$ cat src/rtl/mul_sequencer_if.sv
// Bus between the EX stage and the iterative multiplier.
// master: EX-stage side (drives operands/control, observes stall/done/result/busy)
// slave : mul_sequencer side
interface mul_sequencer_if #(
  parameter int unsigned WIDTH = 32
);
  logic             valid_i;
  logic [2:0]       ALUCtrl_i;
  logic [WIDTH-1:0] data1_i;
  logic [WIDTH-1:0] data2_i;
  logic             flush_i;
  logic             stall_o;
  logic             done_o;
  logic [WIDTH-1:0] result_o;
  logic             busy_o;

  modport master (
    output valid_i, ALUCtrl_i, data1_i, data2_i, flush_i,
    input  stall_o, done_o, result_o, busy_o
  );

  modport slave (
    input  valid_i, ALUCtrl_i, data1_i, data2_i, flush_i,
    output stall_o, done_o, result_o, busy_o
  );
endinterface

$ cat src/rtl/mul_sequencer.sv
// Iterative shift-add multiplier for the EX stage: one multiplier bit per
// cycle, WIDTH RUN cycles, then a one-cycle DONE pulse with the low WIDTH
// bits of the product.
// Ports:
//   clk_i  - clock, rising edge
//   rst_i  - asynchronous active-low reset
//   bus    - mul_sequencer_if.slave: valid_i, ALUCtrl_i, data1_i, data2_i,
//            flush_i in; stall_o (combinational), done_o, result_o, busy_o out
module mul_sequencer #(
  parameter int unsigned WIDTH = 32
) (
  input  logic          clk_i,
  input  logic          rst_i,
  mul_sequencer_if.slave bus
);

  localparam int unsigned CNT_W   = (WIDTH > 1) ? $clog2(WIDTH) : 1;
  localparam logic [2:0]  ALU_MUL = 3'b011;

  typedef enum logic [1:0] {
    IDLE = 2'd0,
    RUN  = 2'd1,
    DONE = 2'd2
  } state_t;

  state_t           state_q;
  state_t           state_d;
  logic [WIDTH-1:0] mcand_q;
  logic [WIDTH-1:0] mplier_q;
  logic [WIDTH-1:0] acc_q;
  logic [WIDTH-1:0] result_q;
  logic [CNT_W-1:0] cnt_q;
  logic             accept_c;
  logic             last_c;
  logic [WIDTH-1:0] acc_sum_c;

  // Qualified mul launch from IDLE; a concurrent flush kills it.
  always_comb begin
    accept_c  = (state_q == IDLE) && bus.valid_i && (bus.ALUCtrl_i == ALU_MUL) && !bus.flush_i;
    last_c    = (cnt_q == '0);
    acc_sum_c = mplier_q[0] ? (acc_q + mcand_q) : acc_q;
  end

  // State register.
  always_ff @(posedge clk_i or negedge rst_i) begin
    if (!rst_i) begin
      state_q <= IDLE;
    end else begin
      state_q <= state_d;
    end
  end

  // Next-state logic.
  always_comb begin
    state_d = state_q;
    case (state_q)
      IDLE: if (accept_c) state_d = RUN;
      RUN: begin
        if (bus.flush_i)  state_d = IDLE;
        else if (last_c)  state_d = DONE;
      end
      DONE:    state_d = IDLE;
      default: state_d = IDLE;
    endcase
  end

  // Shift-add datapath; result captured on the final iteration so it stays
  // stable until the next completed product.
  always_ff @(posedge clk_i or negedge rst_i) begin
    if (!rst_i) begin
      mcand_q  <= '0;
      mplier_q <= '0;
      acc_q    <= '0;
      cnt_q    <= '0;
      result_q <= '0;
    end else if (accept_c) begin
      mcand_q  <= bus.data1_i;
      mplier_q <= bus.data2_i;
      acc_q    <= '0;
      cnt_q    <= CNT_W'(WIDTH - 1);
    end else if ((state_q == RUN) && !bus.flush_i) begin
      acc_q    <= acc_sum_c;
      mcand_q  <= mcand_q << 1;
      mplier_q <= mplier_q >> 1;
      cnt_q    <= cnt_q - CNT_W'(1);
      if (last_c) result_q <= acc_sum_c;
    end
  end

  // Stall is gated by reset so the pipeline is released while rst_i is low,
  // and drops in a RUN flush cycle.
  assign bus.stall_o  = rst_i && (accept_c || ((state_q == RUN) && !bus.flush_i));
  assign bus.done_o   = (state_q == DONE);
  assign bus.busy_o   = (state_q == RUN);
  assign bus.result_o = result_q;

endmodule

$ cat src/flat_wrapper.sv
// flat-port wrapper written by rule: the top's interface ports become plain ports
module mul_sequencer_flat 
#(
  parameter int unsigned WIDTH = 32
)
  (clk_i, rst_i, bus_valid_i, bus_ALUCtrl_i, bus_data1_i, bus_data2_i, bus_flush_i, bus_stall_o, bus_done_o, bus_result_o, bus_busy_o);
  mul_sequencer_if #(.WIDTH(WIDTH)) bus_i ();
  input  logic clk_i;
  input  logic rst_i;
  input wire logic [$bits(bus_i.valid_i)-1:0] bus_valid_i;
  input wire logic [$bits(bus_i.ALUCtrl_i)-1:0] bus_ALUCtrl_i;
  input wire logic [$bits(bus_i.data1_i)-1:0] bus_data1_i;
  input wire logic [$bits(bus_i.data2_i)-1:0] bus_data2_i;
  input wire logic [$bits(bus_i.flush_i)-1:0] bus_flush_i;
  output wire logic [$bits(bus_i.stall_o)-1:0] bus_stall_o;
  output wire logic [$bits(bus_i.done_o)-1:0] bus_done_o;
  output wire logic [$bits(bus_i.result_o)-1:0] bus_result_o;
  output wire logic [$bits(bus_i.busy_o)-1:0] bus_busy_o;
  assign bus_i.valid_i = bus_valid_i;
  assign bus_i.ALUCtrl_i = bus_ALUCtrl_i;
  assign bus_i.data1_i = bus_data1_i;
  assign bus_i.data2_i = bus_data2_i;
  assign bus_i.flush_i = bus_flush_i;
  assign bus_stall_o = bus_i.stall_o;
  assign bus_done_o = bus_i.done_o;
  assign bus_result_o = bus_i.result_o;
  assign bus_busy_o = bus_i.busy_o;
  mul_sequencer #(.WIDTH(WIDTH)) u_core (.clk_i(clk_i), .rst_i(rst_i), .bus(bus_i));
endmodule
$ cat config.mk
export PLATFORM = sky130hd
export DESIGN_NAME = mul_sequencer_flat
export DESIGN_NICKNAME = d
export VERILOG_FILES = /design/src/rtl/mul_sequencer_if.sv /design/src/rtl/mul_sequencer.sv /design/src/flat_wrapper.sv
export SDC_FILE = /design/constraint.sdc
export NUM_CORES = 1
export LEC_CHECK = 0
export BUFFER_PORTS_ARGS = -buffer_cell sky130_fd_sc_hd__buf_2
export CAP_MARGIN = 20
export CORE_MARGIN = 2
export CORE_UTILIZATION = 50
export CTS_CLUSTER_DIAMETER = 100
export DETAILED_ROUTE_END_ITERATION = 8
export MAX_ROUTING_LAYER = met4
export PLACE_DENSITY = 0.78
export SYNTH_ARGS = -nofsm -noshare
export SYNTH_HDL_FRONTEND = slang
export SYNTH_SLANG_ARGS = --single-unit
$ cat constraint.sdc
create_clock -name clk_i -period 2.5 [get_ports clk_i]
set_input_delay 0.5 -clock clk_i [delete_from_list [all_inputs] [get_ports clk_i]]
set_output_delay 0.5 -clock clk_i [all_outputs]
set_load 0.02 [all_outputs]
==> impl_metrics.csv, run 1 <==
group,metric,value,unit
outcome,outcome,"complete, but fails checks",
outcome,violations,"negative setup slack",
global_routing,antenna_found_initial,0,
pwr,internal_power,5.63,mW
global_routing,grt_pass1_vias,6380,
critical_path,startpoint_type,"flip-flop",
yosys,synthArstFlopShare,100,%
floorplanning,die_y,124,um
routing,wl,19900,um
critical_path,crit_path_end_kind,"flip-flop",
placement,routabilityCongestion,0.932,
critical_path,arrival,3.00,ns
cells_and_area,final_cell_mix,"nand2_1, dfrtp_1, buf_4",
clock_tree,path_clk_slew,0.06,ns
yosys,syn_area,7230,um2
clock_tree,cts_tree,"built",
clock_tree,cts_htree_levels,4,
pwr,clkPwrFrac,31.6,%
pwr,power_frac_seq,36.2,%
clock_tree,cts-root-buf,"clkbuf_16",
floorplanning,die_w,124,um
critical_path,worst-path-max-fanout,3,
routing,avgRoutedWirePerCell,17.3,um
global_routing,grt-ovfl-total,0,
clock_tree,clkLatencyLatePin,0.43,ns
routing,final_antenna_net_count,0,
routing,vias,6536,
critical_path,worstSetupStartpoint,"u_core.mcand_q[0]",
floorplanning,core,14000,um2
placement,dpl.hpwl,13100,um
cells_and_area,layout-drive-gt1-share,32.3,%
pwr,ir_drop,0.000534,V
yosys,synth_area_leaders,"dfrtp_1, nand2_1, a22oi_1, ha_1, mux2i_1",
timing,setup_ws,-0.182,ns
pwr,p_leak,5.04,nW
critical_path,crit_slowest_cell,"dfrtp_1",
yosys,yosysTopAreaCellShare,46.7,%
timing,fin_skew,0.00866,ns
yosys,synth.distinct_cells,55,
floorplanning,start_util,51.7,%
timing,max_freq,373,MHz
timing,slew_headroom,48.6,%
clock_tree,cts_sinks,135,
yosys,ys.flop_type,"dfrtp_1",
routing,dr.pass1.iters,7,
routing,drt_iter0_drc,409,
cells_and_area,diodes,0,
cells_and_area,fin_nets,1063,
timing,finalMaxSlewViolations,0,
routing,route.detailed.drc,0,
critical_path,crit_path_frequent_cell,"a211o_1",
timing,tightestPinTransition,0.771,ns
timing,rsz0062_at_grt,"yes",
cells_and_area,final_core_util,69.7,%
placement,port_buffers,105,
global_routing,grt_start_max_net_pins,136,
cells_and_area,area_growth,34.9,%
worst_hold_path,min_path_type,"input pin to asynchronous set/reset pin",
placement,placed_area,8650,um2
critical_path,worst-path-buf-inv,1,
floorplanning,rows,43,
floorplanning,dieArea,15400,um2
clock_tree,clockBufferDepth,2,
global_routing,grt_use_total,25.8,%
timing,period_share,107,%
critical_path,crit_family,"compound AO/OA/AOI/OAI gates",
global_routing,grt_pass1_wl,31500,um
timing,setup_violations,26,
pwr,finalPower,8.37,mW
critical_path,worst_ep_required_time,2.82,ns
pwr,p_per_area,859,nW/um2
timing,hold_viol_final,0,
pwr,p_sw,2.74,mW
clock_tree,cts_made_buffers,17,
critical_path,reg2reg_setup_slack,-0.18,ns
critical_path,r2r-start,"u_core.mcand_q[0]",
flow_run,cap_violations,0,
yosys,synth_seq_area_share,46.7,%
floorplanning,io_pins,106,
cells_and_area,layout_commonest_cell,"nand2_1",
pwr,combPwrFrac,32.3,%
routing,via_per_inst,5.68,
yosys,synth_warnings,0,
yosys,synth_fp_nets,865,
critical_path,cp_slowest_stage_delay,0.39,ns
placement,pre_cts_ws,-0.266,ns
yosys,ys_ff_latch,135,
cells_and_area,design_area,9750,um2
cells_and_area,fill_cells,1059,
critical_path,crit_path_cell_trace,"ha_2 -> buf_4 -> a211oi_2 -> nor2_1 -> a211o_1 -> a31o_4 -> a41oi_4 -> o21ai_4 -> a31oi_4 -> mux2i_1 -> a211o_1",
yosys,yosysTopAreaCell,"dfrtp_1",
pwr,sw_frac_of_total,32.8,%
yosys,syn_area_per_cell,9.51,um2
timing,min_period,2.68,ns
yosys,synthCells,760,
yosys,synth-edff-count,0,
critical_path,crit_type,"flip-flop to flip-flop",
==> logic make-up (layout without fill, tap and decap cells) <==
family,after synthesis,count (layout),synth area share (%)
adder cells (fa/ha/maj),34,34,5.99
buffers and inverters,53,264,2.91
XOR/XNOR,32,32,3.88
multiplexers,29,29,4.02
flip-flops,135,135,46.7
AO/OA/AOI/OAI,221,221,21.7
AND/OR/NAND/NOR,256,256,14.8
==> flip-flops by register name (all words and copies together), names as in the netlist <==
name                 flops
u_core.mcand_q          32
u_core.cnt_q             5
u_core.state_q           2
u_core.acc_q            32
u_core.mplier_q         32
u_core.bus.result_o     32
==> per-stage QoR <==
stage	setup TNS (ns)	cells	hold slack, ns
after global routing	-5.98	1151	0.277
after floorplan	-0.283	760	0.204
after CTS	-0.826	1142	0.254
final	-2.48	1151	0.159
after global placement	-1.62	1108	0.458
after detailed placement	-3.17	1108	0.463
==> power by group through the flow <==
| stage | clock [mW] | combinational (mW) | sequential, mW |
|---|---|---|---|
| after floorplan | 0 | 1.42 | 2.91 |
| after global placement | 0 | 2.30 | 3.00 |
| after detailed placement | 0 | 2.37 | 3.02 |
| after CTS | 2.67 | 2.46 | 2.99 |
| after global routing | 2.77 | 2.96 | 3.07 |
| final | 2.64 | 2.70 | 3.03 |
==> final cells by class <==
| cell class | instances | area (um2) | area share [%] |
|---|---|---|---|
| multi-input cells | 572 | 4040 | 41.4 |
| flip-flops and latches | 135 | 3380 | 34.7 |
| repair buffers | 222 | 1450 | 14.9 |
| clock buffers | 18 | 439 | 4.50 |
| well taps | 180 | 225 | 2.31 |
| clock inverters | 14 | 181 | 1.86 |
| inverters | 10 | 37.5 | 0.385 |
==> synth_stat cells (all sizes together), types with 5 or more instances <==
cell type	number
mux2i	29
and2	5
nand2	186
a22o	23
a21oi	35
dfrtp	135
inv	10
clkbuf	31
nor2	21
a31oi	5
o21ai	50
a21o	14
xor2	14
buf	12
ha	33
xnor2	18
a22oi	62
nand3	16
o21bai	8
==> repair_timing <==
action	4_1_cts	5_1_grt
pin swaps	17	31
buffers inserted	2	9
gates cloned	0	0
hold buffers	0	0
setup endpoints to repair	27	36
resized for setup	29	48
==> metal layers <==
layer	global-route usage [%]	share of wire [%]
met1	35.0	45
met2	39.4	47
met3	4.73	5.3
met4	8.66	2.0
met5	-	0
==> final timing paths <==
check                                     endpoint  depth (start not counted)
min                        u_core.bus.result_o[23]                          2
max in group asynchronous       u_core.mplier_q[0]                          2
max                        u_core.bus.result_o[29]                         11
min in group clk_i             u_core.mplier_q[31]                          3
max reg2reg                u_core.bus.result_o[29]                         11
min reg2reg                u_core.bus.result_o[18]                          2
Power figures use the tool's default switching activity.
==> run 2: changes to the inputs <==
ABC_AREA = 1   (was unset)
PLACE_DENSITY = 0.77   (was 0.78)
==> run 2 against run 1 <==
The run now ends clean. Synthesized area is 15% higher. Highest routed layer unchanged. Setup slack better by 0.36 ns. Register-to-register slack better by 0.38 ns. Sequential cell count is the same. Clock power is 7.6% lower. Global-route usage increased by 0.11 points. Combinational power increased by 25%. Die area is 14% higher. Hold slack better by 0.020 ns. Critical path type is now flip-flop to output port. Clock skew up 0.00089 ns.
==> impl_metrics.csv, run 2 <==
group,metric,value,unit
outcome,outcome,"completed",
global_routing,antenna_found_initial,0,
timing,slew_headroom,47.0,%
clock_tree,cts_htree_levels,4,
critical_path,arrival,1.82,ns
cells_and_area,diodes,0,
yosys,syn_area,8300,um2
floorplanning,start_util,50.6,%
yosys,synth.distinct_cells,34,
cells_and_area,fill_cells,1514,
clock_tree,cts-root-buf,"clkbuf_16",
timing,min_period,2.32,ns
cells_and_area,final_cell_mix,"nand2_1, inv_1, dfrtp_1",
pwr,finalPower,8.94,mW
floorplanning,die_w,133,um
global_routing,grt-ovfl-total,0,
critical_path,reg2reg_to,"u_core.bus.result_o[28]",
yosys,synth_area_leaders,"dfrtp_1, nand2_1, inv_1, nand3_1, ha_1",
yosys,synth_fp_nets,1282,
flow_run,cap_violations,0,
global_routing,grt_pass1_wl,35300,um
routing,via_per_inst,5.10,
clock_tree,hold_buffers,0,
clock_tree,clkLatencyLatePin,0.43,ns
critical_path,crit_path_end_kind,"output port",
placement,port_buffers,105,
floorplanning,io_pins,106,
floorplanning,dieArea,17700,um2
critical_path,crit_type,"flip-flop to output port",
yosys,synth_seq_area_share,40.7,%
pwr,clkPwrFrac,27.3,%
yosys,synthArstFlopShare,100,%
routing,dr.pass1.iters,7,
cells_and_area,final_core_util,58.2,%
yosys,synth-edff-count,0,
pwr,combPwrFrac,37.8,%
yosys,ys.flop_type,"dfrtp_1",
yosys,yosysTopAreaCell,"dfrtp_1",
timing,fin_skew,0.00955,ns
timing,finalMaxSlewViolations,0,
pwr,sw_frac_of_total,39.3,%
routing,route.detailed.drc,0,
clock_tree,cts_tree,"built",
routing,drt_iter0_drc,501,
cells_and_area,fin_nets,1376,
routing,wl,21400,um
critical_path,r2r_cells,12,
placement,pre_cts_ws,0.227,ns
yosys,ys_ff_latch,135,
routing,avgRoutedWirePerCell,14.2,um
floorplanning,die_y,133,um
critical_path,worst-path-max-fanout,18,
floorplanning,core,16400,um2
timing,period_share,93.0,%
critical_path,reg2reg_setup_slack,0.20,ns
placement,routabilityCongestion,0.916,
pwr,p_sw,3.52,mW
pwr,ir_drop,0.000524,V
placement,dpl.hpwl,14900,um
global_routing,grt_pass1_vias,7399,
timing,hold_viol_final,0,
cells_and_area,layout-drive-gt1-share,13.9,%
yosys,synth_warnings,0,
yosys,synth_most_common_cell,"nand2_1",
timing,tightestPinTransition,0.794,ns
clock_tree,cts_setup_buffers,0,
clock_tree,cts_made_buffers,17,
pwr,power_frac_seq,34.9,%
pwr,p_per_area,936,nW/um2
timing,setup_ws,0.175,ns
routing,vias,7663,
worst_hold_path,min_path_type,"input pin to asynchronous set/reset pin",
clock_tree,cts_sinks,135,
cells_and_area,area_growth,15.0,%
clock_tree,path_clk_slew,0.06,ns
yosys,synthTopCellsByCount,"nand2_1, inv_1, dfrtp_1",
cells_and_area,layout_commonest_cell,"nand2_1",
timing,max_freq,430,MHz
pwr,internal_power,5.42,mW
yosys,yosysTopAreaCellShare,40.7,%
critical_path,worst_ep_required_time,2.00,ns
global_routing,grt_use_total,25.9,%
timing,setup_violations,0,
yosys,syn_area_per_cell,7.05,um2
yosys,synthCells,1177,
critical_path,r2r-start,"u_core.acc_q[0]",
routing,final_antenna_net_count,0,
timing,rsz0062_at_grt,"no",
pwr,p_leak,5.37,nW
floorplanning,rows,47,
global_routing,grt_start_max_net_pins,136,
timing,setup_tns,0,ns
critical_path,startpoint_type,"flip-flop",
clock_tree,clockBufferDepth,2,
## run 2: changes by cell type after synthesis, moves of 13 or more
cell,change
o21ai_0,-25
o211ai_1,+20
a21o_1,-13
nand2_1,+300
a21oi_1,-15
a22o_1,-23
inv_1,+157
mux2i_1,-29
nand3_1,+105
nor2_1,+22
or2_2,+16
a22oi_1,-61
clkbuf_1,-17
## run 2: cell type report
cell class | count | area [um2] | area share, %
Clock inverter | 12 | 128 | 1.34
Timing Repair Buffer | 113 | 617 | 6.46
Inverter | 172 | 646 | 6.76
Clock buffer | 19 | 433 | 4.54
Tap cell | 220 | 275 | 2.88
Sequential cell | 135 | 3380 | 35.4
Multi-Input combinational cell | 832 | 4070 | 42.6
## run 2: kinds of logic (layout without fill, tap and decap cells)
group,Yosys count,count (layout),share of synthesized area [%]
simple gates,680,681,33.7
xor+xnor,15,15,1.58
flops,135,135,40.7
fa+ha+maj,34,34,5.21
buf+inv,211,316,10.5
compound gates,102,102,8.36
## run 2: worst max-delay path by stage
stage / cells past startpoint / from / slack [ns] / to
2_1_floorplan: 6 / bus_flush_i / 0.54 / bus_stall_o
3_3_place_gp: 8 / bus_ALUCtrl_i[1] / 0.24 / bus_stall_o
3_5_place_dp: 9 / bus_ALUCtrl_i[1] / 0.23 / u_core.mcand_q[31]
4_1_cts: 6 / u_core.state_q[1] / 0.13 / bus_stall_o
5_1_grt: 12 / u_core.acc_q[0] / 0.03 / u_core.bus.result_o[28]
6_report: 6 / u_core.state_q[1] / 0.18 / bus_stall_o
## run 2: power groups by stage
stage          clock network (mW)  registers (mW)  logic, mW
3_3_place_gp                    0            3.13       3.24
6_report                     2.44            3.12       3.37
5_1_grt                      2.55            3.18       3.86
4_1_cts                      2.46            3.11       3.35
2_1_floorplan                   0            3.01       2.58
3_5_place_dp                    0            3.14       3.32
## run 2: metrics by stage
stage	instances	cell area [um2]	hold WS (ns)
after global routing	1503	9550	0.279
after floorplan	1177	8300	0.204
after detailed placement	1471	8970	0.460
after CTS	1503	9540	0.252
after global placement	1471	8970	0.460
final	1503	9550	0.179
## run 2: routing by layer
layer  routed length [um]  global-route usage, %
met1                10100                   35.1
met5                    0                      -
met3                 1080                   3.83
met2                 9850                   40.2
met4                  373                   8.66
## run 2: worst max-delay path: stages (launching register included)
cell and delay [ns]:
dfrtp_1 0.44, nor4_2 0.07, nand2_1 0.13, inv_2 0.10, nor2_4 0.42, nor2_1 0.07
buf_2 0.17
## run 2: timing repair
item	4_1_cts	5_1_grt
resized for setup	0	1
gates cloned	1	0
pin swaps	1	0
endpoints found under the setup margin	1	1
